## src/rtl/cursor_command_decoder_if.sv

```systemverilog
// ============================================================================
// Module      : cursor_command_decoder_if
// Description : Byte stream, cursor register and screen-write bundle for the
//               cursor command decoder.
// Revision    : 1.0 - initial release
// ============================================================================
`default_nettype none

interface cursor_command_decoder_if #(
    parameter int ROW_BITS = 5,
    parameter int COL_BITS = 7
);
    logic [7:0]          data;
    logic                valid;
    logic                ready;
    logic [ROW_BITS-1:0] cur_row;
    logic [COL_BITS-1:0] cur_col;
    logic [ROW_BITS-1:0] new_row;
    logic                row_wen;
    logic [COL_BITS-1:0] new_col;
    logic                col_wen;
    logic [ROW_BITS-1:0] wr_row;
    logic [COL_BITS-1:0] wr_col;
    logic [7:0]          char_out;
    logic                char_wen;
    logic                scroll;

    modport master (
        output data, valid, cur_row, cur_col,
        input  ready, new_row, row_wen, new_col, col_wen,
               wr_row, wr_col, char_out, char_wen, scroll
    );

    modport slave (
        input  data, valid, cur_row, cur_col,
        output ready, new_row, row_wen, new_col, col_wen,
               wr_row, wr_col, char_out, char_wen, scroll
    );
endinterface

`default_nettype wire

```

## src/rtl/cursor_command_decoder.sv

```systemverilog
// ============================================================================
// Module      : cursor_command_decoder
// Description : VT52-style byte decoder driving cursor registers, screen
//               writes, erase sweeps and scroll requests.
// Revision    : 1.0 - initial release
// ============================================================================
`default_nettype none

module cursor_command_decoder #(
    parameter int ROWS     = 24,
    parameter int COLS     = 80,
    parameter int ROW_BITS = 5,
    parameter int COL_BITS = 7
) (
    input  wire logic                 clk,
    input  wire logic                 clr,
    cursor_command_decoder_if.slave   bus
);

    localparam logic [ROW_BITS-1:0] C_ROW_LAST = ROW_BITS'(ROWS - 1);
    localparam logic [COL_BITS-1:0] C_COL_LAST = COL_BITS'(COLS - 1);
    localparam logic [COL_BITS-1:0] C_TAB_LIM  = COL_BITS'(COLS - 8);
    localparam logic [COL_BITS-1:0] C_TAB_STEP = COL_BITS'(8);
    localparam logic [7:0]          C_ROWS_B   = 8'(ROWS);
    localparam logic [7:0]          C_COLS_B   = 8'(COLS);

    typedef enum logic [2:0] {
        ST_NORMAL = 3'd0,
        ST_ESC    = 3'd1,
        ST_YROW   = 3'd2,
        ST_YCOL   = 3'd3,
        ST_ERASE  = 3'd4
    } state_t;

    state_t              r_state, w_state;
    logic                r_ready, w_ready;
    logic [ROW_BITS-1:0] r_new_row, w_new_row, r_wr_row, w_wr_row;
    logic [COL_BITS-1:0] r_new_col, w_new_col, r_wr_col, w_wr_col;
    logic                r_row_wen, w_row_wen, r_col_wen, w_col_wen;
    logic                r_char_wen, w_char_wen, r_scroll, w_scroll;
    logic [7:0]          r_char_out, w_char_out;
    logic [ROW_BITS-1:0] r_er_row, w_er_row, r_y_row, w_y_row;
    logic [COL_BITS-1:0] r_er_col, w_er_col;
    logic                r_er_screen, w_er_screen, r_y_ok, w_y_ok;

    logic                w_accept, w_do_erase, w_src_screen, w_src_last, w_data_ge;
    logic [7:0]          w_diff;
    logic [ROW_BITS-1:0] w_src_row;
    logic [COL_BITS-1:0] w_src_col;

    assign w_accept  = bus.valid && r_ready;
    assign w_diff    = bus.data - 8'h20;
    assign w_data_ge = (bus.data >= 8'h20);

    // Erase writes come from the live cursor on the command byte, then from
    // the sweep pointer while in ERASE.
    assign w_src_row    = (r_state == ST_ERASE) ? r_er_row    : bus.cur_row;
    assign w_src_col    = (r_state == ST_ERASE) ? r_er_col    : bus.cur_col;
    assign w_src_screen = (r_state == ST_ERASE) ? r_er_screen : (bus.data == 8'h4A);
    assign w_src_last   = (w_src_col == C_COL_LAST) &&
                          (!w_src_screen || (w_src_row == C_ROW_LAST));

    always_comb begin
        w_state     = r_state;
        w_new_row   = r_new_row;
        w_new_col   = r_new_col;
        w_wr_row    = r_wr_row;
        w_wr_col    = r_wr_col;
        w_char_out  = r_char_out;
        w_row_wen   = 1'b0;
        w_col_wen   = 1'b0;
        w_char_wen  = 1'b0;
        w_scroll    = 1'b0;
        w_er_row    = r_er_row;
        w_er_col    = r_er_col;
        w_er_screen = r_er_screen;
        w_y_row     = r_y_row;
        w_y_ok      = r_y_ok;
        w_do_erase  = 1'b0;

        case (r_state)
            ST_NORMAL: if (w_accept) begin
                if (w_data_ge && bus.data <= 8'h7E) begin
                    w_char_wen = 1'b1;
                    w_char_out = bus.data;
                    w_wr_row   = bus.cur_row;
                    w_wr_col   = bus.cur_col;
                    if (bus.cur_col < C_COL_LAST) begin
                        w_new_col = bus.cur_col + 1'b1;
                        w_col_wen = 1'b1;
                    end
                end else begin
                    case (bus.data)
                        8'h0D: begin
                            w_new_col = '0;
                            w_col_wen = 1'b1;
                        end
                        8'h0A: begin
                            if (bus.cur_row < C_ROW_LAST) begin
                                w_new_row = bus.cur_row + 1'b1;
                                w_row_wen = 1'b1;
                            end else begin
                                w_scroll = 1'b1;
                            end
                        end
                        8'h08: if (bus.cur_col != '0) begin
                            w_new_col = bus.cur_col - 1'b1;
                            w_col_wen = 1'b1;
                        end
                        8'h09: begin
                            if (bus.cur_col < C_TAB_LIM) begin
                                w_new_col = {bus.cur_col[COL_BITS-1:3], 3'b000} + C_TAB_STEP;
                                w_col_wen = 1'b1;
                            end else if (bus.cur_col < C_COL_LAST) begin
                                w_new_col = bus.cur_col + 1'b1;
                                w_col_wen = 1'b1;
                            end
                        end
                        8'h1B:   w_state = ST_ESC;
                        default: ;
                    endcase
                end
            end
            ST_ESC: if (w_accept) begin
                w_state = ST_NORMAL;
                case (bus.data)
                    8'h41: if (bus.cur_row != '0) begin
                        w_new_row = bus.cur_row - 1'b1;
                        w_row_wen = 1'b1;
                    end
                    8'h42: if (bus.cur_row < C_ROW_LAST) begin
                        w_new_row = bus.cur_row + 1'b1;
                        w_row_wen = 1'b1;
                    end
                    8'h43: if (bus.cur_col < C_COL_LAST) begin
                        w_new_col = bus.cur_col + 1'b1;
                        w_col_wen = 1'b1;
                    end
                    8'h44: if (bus.cur_col != '0) begin
                        w_new_col = bus.cur_col - 1'b1;
                        w_col_wen = 1'b1;
                    end
                    8'h48: begin
                        w_new_row = '0;
                        w_new_col = '0;
                        w_row_wen = 1'b1;
                        w_col_wen = 1'b1;
                    end
                    8'h59:        w_state    = ST_YROW;
                    8'h4A, 8'h4B: w_do_erase = 1'b1;
                    default: ;
                endcase
            end
            ST_YROW: if (w_accept) begin
                w_y_row = w_diff[ROW_BITS-1:0];
                w_y_ok  = w_data_ge && (w_diff < C_ROWS_B);
                w_state = ST_YCOL;
            end
            ST_YCOL: if (w_accept) begin
                w_state = ST_NORMAL;
                if (r_y_ok) begin
                    w_new_row = r_y_row;
                    w_row_wen = 1'b1;
                end
                if (w_data_ge && (w_diff < C_COLS_B)) begin
                    w_new_col = w_diff[COL_BITS-1:0];
                    w_col_wen = 1'b1;
                end
            end
            ST_ERASE: w_do_erase = 1'b1;
            default:  w_state = ST_NORMAL;
        endcase

        if (w_do_erase) begin
            w_char_wen  = 1'b1;
            w_char_out  = 8'h20;
            w_wr_row    = w_src_row;
            w_wr_col    = w_src_col;
            w_er_screen = w_src_screen;
            w_er_row    = (w_src_col == C_COL_LAST) ? w_src_row + 1'b1 : w_src_row;
            w_er_col    = (w_src_col == C_COL_LAST) ? '0 : w_src_col + 1'b1;
            w_state     = w_src_last ? ST_NORMAL : ST_ERASE;
        end

        // Holding ready low for the final sweep cycle lines ready up with the
        // cycle after the last write.
        w_ready = !w_accept && (r_state != ST_ERASE) && (w_state != ST_ERASE);
    end

    always_ff @(posedge clk) begin
        if (clr) begin
            r_state     <= ST_NORMAL;
            r_ready     <= 1'b0;
            r_new_row   <= '0;
            r_new_col   <= '0;
            r_wr_row    <= '0;
            r_wr_col    <= '0;
            r_char_out  <= '0;
            r_row_wen   <= 1'b0;
            r_col_wen   <= 1'b0;
            r_char_wen  <= 1'b0;
            r_scroll    <= 1'b0;
            r_er_row    <= '0;
            r_er_col    <= '0;
            r_er_screen <= 1'b0;
            r_y_row     <= '0;
            r_y_ok      <= 1'b0;
        end else begin
            r_state     <= w_state;
            r_ready     <= w_ready;
            r_new_row   <= w_new_row;
            r_new_col   <= w_new_col;
            r_wr_row    <= w_wr_row;
            r_wr_col    <= w_wr_col;
            r_char_out  <= w_char_out;
            r_row_wen   <= w_row_wen;
            r_col_wen   <= w_col_wen;
            r_char_wen  <= w_char_wen;
            r_scroll    <= w_scroll;
            r_er_row    <= w_er_row;
            r_er_col    <= w_er_col;
            r_er_screen <= w_er_screen;
            r_y_row     <= w_y_row;
            r_y_ok      <= w_y_ok;
        end
    end

    assign bus.ready    = r_ready;
    assign bus.new_row  = r_new_row;
    assign bus.row_wen  = r_row_wen;
    assign bus.new_col  = r_new_col;
    assign bus.col_wen  = r_col_wen;
    assign bus.wr_row   = r_wr_row;
    assign bus.wr_col   = r_wr_col;
    assign bus.char_out = r_char_out;
    assign bus.char_wen = r_char_wen;
    assign bus.scroll   = r_scroll;

endmodule

`default_nettype wire

```

## src/flat_wrapper.sv

```systemverilog
// flat-port wrapper written by rule: the top's interface ports become plain ports
module cursor_command_decoder_flat 
#(
    parameter int ROWS     = 24,
    parameter int COLS     = 80,
    parameter int ROW_BITS = 5,
    parameter int COL_BITS = 7
)
  (clk, clr, bus_data, bus_valid, bus_cur_row, bus_cur_col, bus_ready, bus_new_row, bus_row_wen, bus_new_col, bus_col_wen, bus_wr_row, bus_wr_col, bus_char_out, bus_char_wen, bus_scroll);
  cursor_command_decoder_if #(.ROW_BITS(ROW_BITS), .COL_BITS(COL_BITS)) bus_i ();
  input  wire logic clk;
  input  wire logic clr;
  input wire logic [$bits(bus_i.data)-1:0] bus_data;
  input wire logic [$bits(bus_i.valid)-1:0] bus_valid;
  input wire logic [$bits(bus_i.cur_row)-1:0] bus_cur_row;
  input wire logic [$bits(bus_i.cur_col)-1:0] bus_cur_col;
  output wire logic [$bits(bus_i.ready)-1:0] bus_ready;
  output wire logic [$bits(bus_i.new_row)-1:0] bus_new_row;
  output wire logic [$bits(bus_i.row_wen)-1:0] bus_row_wen;
  output wire logic [$bits(bus_i.new_col)-1:0] bus_new_col;
  output wire logic [$bits(bus_i.col_wen)-1:0] bus_col_wen;
  output wire logic [$bits(bus_i.wr_row)-1:0] bus_wr_row;
  output wire logic [$bits(bus_i.wr_col)-1:0] bus_wr_col;
  output wire logic [$bits(bus_i.char_out)-1:0] bus_char_out;
  output wire logic [$bits(bus_i.char_wen)-1:0] bus_char_wen;
  output wire logic [$bits(bus_i.scroll)-1:0] bus_scroll;
  assign bus_i.data = bus_data;
  assign bus_i.valid = bus_valid;
  assign bus_i.cur_row = bus_cur_row;
  assign bus_i.cur_col = bus_cur_col;
  assign bus_ready = bus_i.ready;
  assign bus_new_row = bus_i.new_row;
  assign bus_row_wen = bus_i.row_wen;
  assign bus_new_col = bus_i.new_col;
  assign bus_col_wen = bus_i.col_wen;
  assign bus_wr_row = bus_i.wr_row;
  assign bus_wr_col = bus_i.wr_col;
  assign bus_char_out = bus_i.char_out;
  assign bus_char_wen = bus_i.char_wen;
  assign bus_scroll = bus_i.scroll;
  cursor_command_decoder #(.ROWS(ROWS), .COLS(COLS), .ROW_BITS(ROW_BITS), .COL_BITS(COL_BITS)) u_core (.clk(clk), .clr(clr), .bus(bus_i));
endmodule
```

## config.mk

```make
export PLATFORM = sky130hd
export DESIGN_NAME = cursor_command_decoder_flat
export DESIGN_NICKNAME = d
export VERILOG_FILES = /design/src/rtl/cursor_command_decoder_if.sv /design/src/rtl/cursor_command_decoder.sv /design/src/flat_wrapper.sv
export SDC_FILE = /design/constraint.sdc
export NUM_CORES = 1
export LEC_CHECK = 0
export ABC_AREA = 1
export BUFFER_PORTS_ARGS = -buffer_cell sky130_fd_sc_hd__buf_2
export CORE_AREA = 2 2 171 106
export CTS_CLUSTER_DIAMETER = 60
export CTS_CLUSTER_SIZE = 8
export DETAILED_ROUTE_END_ITERATION = 8
export DIE_AREA = 0 0 173 108
export HOLD_SLACK_MARGIN = 0.08
export PLACE_DENSITY_LB_ADDON = 0.25
export SKIP_LAST_GASP = 1
export SLEW_MARGIN = 20
export SYNTH_ARGS = -nofsm -noshare
export SYNTH_HDL_FRONTEND = slang
export SYNTH_SLANG_ARGS = --single-unit
```

## constraint.sdc

```tcl
create_clock -name clk -period 2.15 [get_ports clk]
set_clock_uncertainty 0.05 [all_clocks]
set_input_delay 0.3225 -clock clk [delete_from_list [all_inputs] [get_ports clk]]
set_output_delay 0.3225 -clock clk [all_outputs]
set_load 0.01 [all_outputs]
```

==> qor.yml, run 1 <==
outcome:
  status: "finished clean"
logic_synthesis:
  syn_nets: 674
  synth_cell_type_count: 44
  synthFlopType: "dfxtp_1"
  synth_top_area_share_pct: 29.3
  synth_top_area_cell: "dfxtp_1"
  netlist_area_um2: 4030
  ys_ff_latch: 59
  ys_seq_area_share_pct: 29.3
  ys_top_cells_by_area: "dfxtp_1 29%, nand2_1 15%, nand3_1 7.6%, nor2_1 6.4%, inv_1 6.0%"
  synthArstFlopShare_pct: 0
  syn_area_per_cell_um2: 6.30
  synth_edf_count: 0
  ys.warnings.count: 0
  netlist_instances: 640
power:
  power_mw: 2.99
  p_per_area_nw_per_um2: 585
  max-vdd-ir-drop_mv: 0.363
  cellLeakagePower_nw: 2.48
clocking:
  cts_buffers: 9
  hold_buffers: 0
  clk_path_buf_depth: 2
  root_buffer: "clkbuf_16"
  clock_latency_ns: 0.33
  cts_setup_buffers: 0
  cts_resized: 0
  cts_sinks: 59
  h-tree-depth: 3
  clkTransAtPathRegs_ns: 0.06
  cts_tree: "yes"
critical_path:
  crit_fanout: 6
  critPathMaxStageDelay_ns: 0.50
  crit_type: "register to register"
  cp-start-kind: "register"
  startpoint: "u_core.r_state[2]$_SDFF_PP0_"
  reg2reg_to: "u_core.r_er_col[3]$_SDFFE_PP0P_"
  path_buf_inv: 2
  endpoint_kind: "register"
  cp.depth: 9
  cp_top_family: "simple AND/OR/NAND/NOR gates"
  worstPathCellList: "nand2_4 -> o21ai_1 -> ha_1 -> inv_1 -> nor3_4 -> nand2_4 -> nand2_4 -> inv_2 -> a22o_1"
  worstPathRequired_ns: 2.33
  cp_slowest_cell: "dfxtp_1"
  arrival_ns: 2.19
  r2r_slack_ns: 0.14
  reg2regPathDepth: 9
  cpMostUsedCell: "nand2_4"
  endpoint: "u_core.r_er_col[3]$_SDFFE_PP0P_"
  rr_startpoint: "u_core.r_state[2]$_SDFF_PP0_"
place:
  dp_hpwl_um: 11400
  place_area_um2: 4820
  placed_cells: 953
  port_buffers: 59
  routabilityCongestion: 0.973
  place_ws_ns: -0.0138
timing:
  fmax_mhz: 497
  slew_headroom_pct: 70.0
  setup_viol: 0
  worstMarginPinSlew_ns: 0.449
  worst_slack_ns: 0.140
  slew_violations: 0
  timing.final.crit_share_pct: 93.5
  period_minus_slack_ns: 2.01
  finalHoldViolCount: 0
  rsz0062_at_grt: "false"
finish:
  final_layout_size_suffix_gt1_share_pct: 20.5
  final_nets: 764
  area_growth_pct: 26.7
  stdcell_area_um2: 5110
  stdcell_count: 969
  fin_util_pct: 30.2
  antenna_cells: 0
die:
  core-area_um2: 16900
  die_h_um: 108
  placementRows: 37
  die_w_um: 173
  io_pins: 60
  dieArea_um2: 18700
  start_util_pct: 23.8
detailed_routing:
  drtIter0Drc: 430
  viasPerCell: 4.63
  drc_errors: 0
  wl_per_cell_um: 15.0
  via_count: 4482
  routed_wl_um: 14600
  antenna_left: 0
  drt_first_pass_iters: 5
worst_hold_path:
  holdCritStartpoint: "clr"
  worstHoldPathType: "input pin to register"
global_route:
  grt_pass1_vias: 4129
  grt_pass1_wl_um: 23100
  antenna_found_initial: 0
  grt_max_degree: 23
  grtUsageTotal_pct: 15.9
  grt_overflow_total: 0
run:
  cap_violations: 0
## synthesized netlist by cell type, types with 2 or more instances
master    count
a21oi_1      47
buf_2         5
buf_4         2
buf_6         3
clkbuf_1      7
dfxtp_1      59
ha_1         11
inv_1        65
inv_2        14
nand2_1     162
nand2_2       2
nand2_4       3
nand3_1      61
nand3_2       2
nand4_1       4
nor2_1       69
nor2_2        2
nor2_4        3
nor3_1        7
o211ai_1      7
o21a_1        3
o21ai_0      33
o21ai_1      27
o21ai_2       4
o22ai_1       2
or2_2         3
xnor2_1       2
xor2_1       15
## worst min path at each step
| stage | end | slack (ns) | cells after the start |
|---|---|---|---|
| floorplan | u_core.r_er_row[3]$_SDFFE_PP0P_ | 0.38 | 2 |
| global placement | u_core.r_er_row[3]$_SDFFE_PP0P_ | 0.39 | 2 |
| detailed placement | u_core.r_er_row[3]$_SDFFE_PP0P_ | 0.40 | 2 |
| CTS | u_core.r_state[1]$_SDFF_PP0_ | 0.26 | 2 |
| global route | u_core.r_state[1]$_SDFF_PP0_ | 0.28 | 2 |
| finish | u_core.r_state[1]$_SDFF_PP0_ | 0.27 | 2 |
## state kept, by name (all words and copies together) (netlist names), 3 cells and up
name	cells
u_core.r_er_col	7
u_core.bus.char_out	8
u_core.r_y_row	5
u_core.bus.new_row	5
u_core.r_er_row	5
u_core.bus.wr_row	5
u_core.bus.wr_col	7
u_core.bus.new_col	7
u_core.r_state	3
## cells by family after synthesis
family | Yosys count | share of synthesized area [%]
DFF | 59 | 29.3
AOI/OAI and AO/OA | 133 | 18.7
adders and majority gates | 11 | 3.41
and+or+nand+nor | 322 | 34.8
buffers and inverters | 98 | 10.1
xor gates and xnor gates | 17 | 3.69
## stage by stage
stage	TNS [ns]	hold WS, ns
2_1_floorplan	0	0.377
3_3_place_gp	-0.315	0.392
3_5_place_dp	-0.0138	0.399
4_1_cts	0	0.260
5_1_grt	0	0.280
6_report	0	0.266
## per-layer routing
metal	part of all wire (%)	vias up	global-route usage [%]
met5	0	-	0
met4	1.2	0	3.81
met3	7.3	13	4.50
met2	36	162	20.5
met1	56	2035	24.9
li1	-	2272	-
## power by group
group | switching, mW | leakage [nW] | internal (mW)
combinational | 0.291 | 1.87 | 0.158
clock | 0.592 | 0.131 | 0.819
sequential | 0.0134 | 0.477 | 1.11
total | 0.896 | 2.48 | 2.09
## final cells by class
| cell class | count | area, um^2 |
|---|---|---|
| clock buffer | 10 | 239 |
| timing repair buffer | 97 | 593 |
| inverter | 80 | 305 |
| sequential | 59 | 1180 |
| multi-input combinational | 483 | 2450 |
| clock inverter | 6 | 48.8 |
| tap | 234 | 293 |
| fill | 1897 | 11800 |
## cell usage in the layout, fill, tap and decap left out, types with 2 or more instances in the layout
| cell type | synthesis | final |
|---|---|---|
| a21oi_1 | 47 | 47 |
| buf_2 | 5 | 59 |
| buf_4 | 2 | 37 |
| clkbuf_16 | 0 | 9 |
| clkinv_4 | 1 | 3 |
| clkinvlp_4 | 0 | 3 |
| dfxtp_1 | 59 | 59 |
| ha_1 | 11 | 11 |
| inv_1 | 65 | 65 |
| inv_2 | 14 | 14 |
| nand2_1 | 162 | 162 |
| nand2_2 | 2 | 2 |
| nand2_4 | 3 | 3 |
| nand3_1 | 61 | 61 |
| nand3_2 | 2 | 2 |
| nand4_1 | 4 | 4 |
| nor2_1 | 69 | 69 |
| nor2_2 | 2 | 2 |
| nor2_4 | 3 | 3 |
| nor3_1 | 7 | 7 |
| nor3_4 | 1 | 2 |
| o211ai_1 | 7 | 7 |
| o21a_1 | 3 | 3 |
| o21ai_0 | 33 | 33 |
| o21ai_1 | 27 | 27 |
| o21ai_2 | 4 | 4 |
| o22ai_1 | 2 | 2 |
| or2_2 | 3 | 3 |
| xnor2_1 | 2 | 2 |
| xor2_1 | 15 | 15 |
No activity file was read; power rests on OpenSTA's default activity.
==> run 2: changes to the inputs <==
Settings changed: SETUP_SLACK_MARGIN from default to 0.2.
==> run 2 against run 1 <==
Net effect:
- final cell count decreased by 0.41%
- final area up 0.56%
- sequential power hardly changed
- critical endpoint is now u_core.r_er_row[4]$_SDFFE_PP0P_
- largest cell class unchanged
- largest power group unchanged
- highest routed layer unchanged
==> qor.yml, run 2 (synthesized netlist as in run 1, its figures left out) <==
outcome:
  status: "finished clean"
global_route:
  grt_pass1_wl_um: 22400  # -3.2%
  antenna_found_initial: 0  # unchanged
  grt_max_degree: 23  # unchanged
  grt_pass1_vias: 3959  # -4.1%
  grtUsageTotal_pct: 15.4  # -0.50 points
  grt_overflow_total: 0  # unchanged
timing:
  rsz0062_at_grt: "true"
  slew_violations: 0  # unchanged
  worstMarginPinSlew_ns: 0.483  # +0.0343 ns
  holdWs_ns: 0.252  # -0.0148 ns
  period_minus_slack_ns: 1.83  # -0.184 ns
  finalHoldViolCount: 0  # unchanged
  setup_viol: 0  # unchanged
  slew_headroom_pct: 67.6  # -2.4 points
  setup_tns_ns: 0  # unchanged
  timing.final.crit_share_pct: 84.9  # -8.6 points
  fmax_mhz: 548  # +10%
power:
  pwr-share-comb_pct: 14.1  # -0.9 points
  power_frac_seq_pct: 36.5  # -1.3 points
  swShare_pct: 29.3  # -0.69 points
  internal_power_mw: 2.18  # +4.4%
  cellLeakagePower_nw: 2.46  # -0.55%
  p_switching_mw: 0.905  # +1.0%
  max-vdd-ir-drop_mv: 0.368  # +1.2%
  p_per_area_nw_per_um2: 601  # +2.8%
  p_clk_share_pct: 49.4  # +2.2 points
  power_mw: 3.09  # +3.4%
clocking:
  root_buffer: "clkbuf_16"
  clk_path_buf_depth: 2  # unchanged
  cts_sinks: 59  # unchanged
  cts_tree: "yes"
  cts_buffers: 9  # unchanged
  clock_latency_ns: 0.34  # about the same
  clkTransAtPathRegs_ns: 0.06  # about the same
  h-tree-depth: 3  # unchanged
critical_path:
  endpoint_kind: "register"
  cp-start-kind: "register"
  arrival_ns: 2.01  # -0.18 ns
  crit_type: "register to register"
  worstPathRequired_ns: 2.34  # about the same
  reg2regPathDepth: 13  # +4
  r2r_slack_ns: 0.32  # +0.18 ns
  crit_fanout: 10  # +4
detailed_routing:
  routed_wl_um: 13900  # -4.3%
  drt_first_pass_iters: 5  # unchanged
  drc_errors: 0  # unchanged
  wl_per_cell_um: 14.4  # -3.9%
  drtIter0Drc: 393  # -8.6%
  antenna_left: 0  # unchanged
  via_count: 4399  # -1.9%
  viasPerCell: 4.56  # -1.4%
finish:
  final_layout_size_suffix_gt1_share_pct: 22.0  # +1.5 points
  multi_input_area_um2: 2480  # +1.4%
  fill_cells: 1924  # +1.4%
  largest_register_ffs: 8  # unchanged
  antenna_cells: 0  # unchanged
  final_nets: 760  # -0.52%
  regArea_um2: 1190  # +0.42%
  area_growth_pct: 27.4
  layout_common_cells: "160 x nand2_1, 68 x nor2_1, 62 x inv_1"
  mostFrequentLayoutCell: "nand2_1"
  fin_util_pct: 30.3  # +0.17 points
die:
  placementRows: 37  # unchanged
  dieArea_um2: 18700  # unchanged
  core-area_um2: 16900  # unchanged
  io_pins: 60  # unchanged
  die_h_um: 108  # unchanged
  start_util_pct: 23.8  # unchanged
  die_w_um: 173  # unchanged
place:
  routabilityCongestion: 0.916  # -5.8%
  dp_hpwl_um: 11100  # -2.9%
  port_buffers: 59  # unchanged
run:
  cap_violations: 0  # unchanged
worst_hold_path:
  min_path_cells: 2  # unchanged
  worstHoldPathType: "input pin to register"
==> run 2: what timing repair did <==
item,4_1_cts,5_1_grt
hold buffers,0,0
buffers inserted,0,3
pin swaps,0,1
resized for setup,3,12
endpoints found under the setup margin,16,29
==> run 2: metrics by stage <==
stage,worst slack [ns],cells,area (um^2)
2_1_floorplan,0.0789,640,4050
3_3_place_gp,-0.0395,946,4760
3_5_place_dp,0.00589,946,4760
4_1_cts,0.203,962,5080
5_1_grt,0.177,965,5140
6_report,0.324,965,5140
==> run 2: per-layer routing <==
metal	up-vias	routed length (um)	GRT usage, %
met5	-	0	0
met4	0	107	3.03
met3	11	1160	3.94
met2	162	4800	19.3
met1	1951	7860	25.0
li1	2275	-	-
==> run 2: power by group through the flow <==
stage	sequential, mW	clock, mW	combinational, mW
2_1_floorplan	1.16	0	0.252
3_3_place_gp	1.15	0	0.430
3_5_place_dp	1.15	0	0.424
4_1_cts	1.13	1.56	0.427
5_1_grt	1.13	1.61	0.487
6_report	1.13	1.53	0.435
==> run 2: final timing paths <==
path | from | end
worst min register to register | u_core.r_er_row[3]$_SDFFE_PP0P_ | u_core.r_er_row[3]$_SDFFE_PP0P_
worst max register to register | u_core.r_state[0]$_SDFF_PP0_ | u_core.r_er_row[4]$_SDFFE_PP0P_
worst min-delay path | clr | u_core.bus.new_col[0]$_SDFFE_PP0P_
worst max-delay path | u_core.r_state[0]$_SDFF_PP0_ | u_core.r_er_row[4]$_SDFFE_PP0P_
==> run 2: final cells by class <==
cell class | count | area share [%]
clock buffers | 9 | 4.38
flip-flops and latches | 59 | 23.1
well taps | 234 | 5.70
inverters | 80 | 6.01
multi-input cells | 483 | 48.3
repair buffers | 93 | 10.9
clock inverters | 7 | 1.63
==> run 2: critical path, cell delays in order (launching register included) <==
cell     delay, ns
dfxtp_2       0.35
nor2_4        0.13
nand2_4       0.11
buf_6         0.16
nand2_1       0.07
o21ai_2       0.07
inv_1         0.08
ha_2          0.20
nand3_1       0.09
xor2_1        0.15
nand2_1       0.07
nand3_1       0.08
nand2_1       0.07
inv_1         0.03
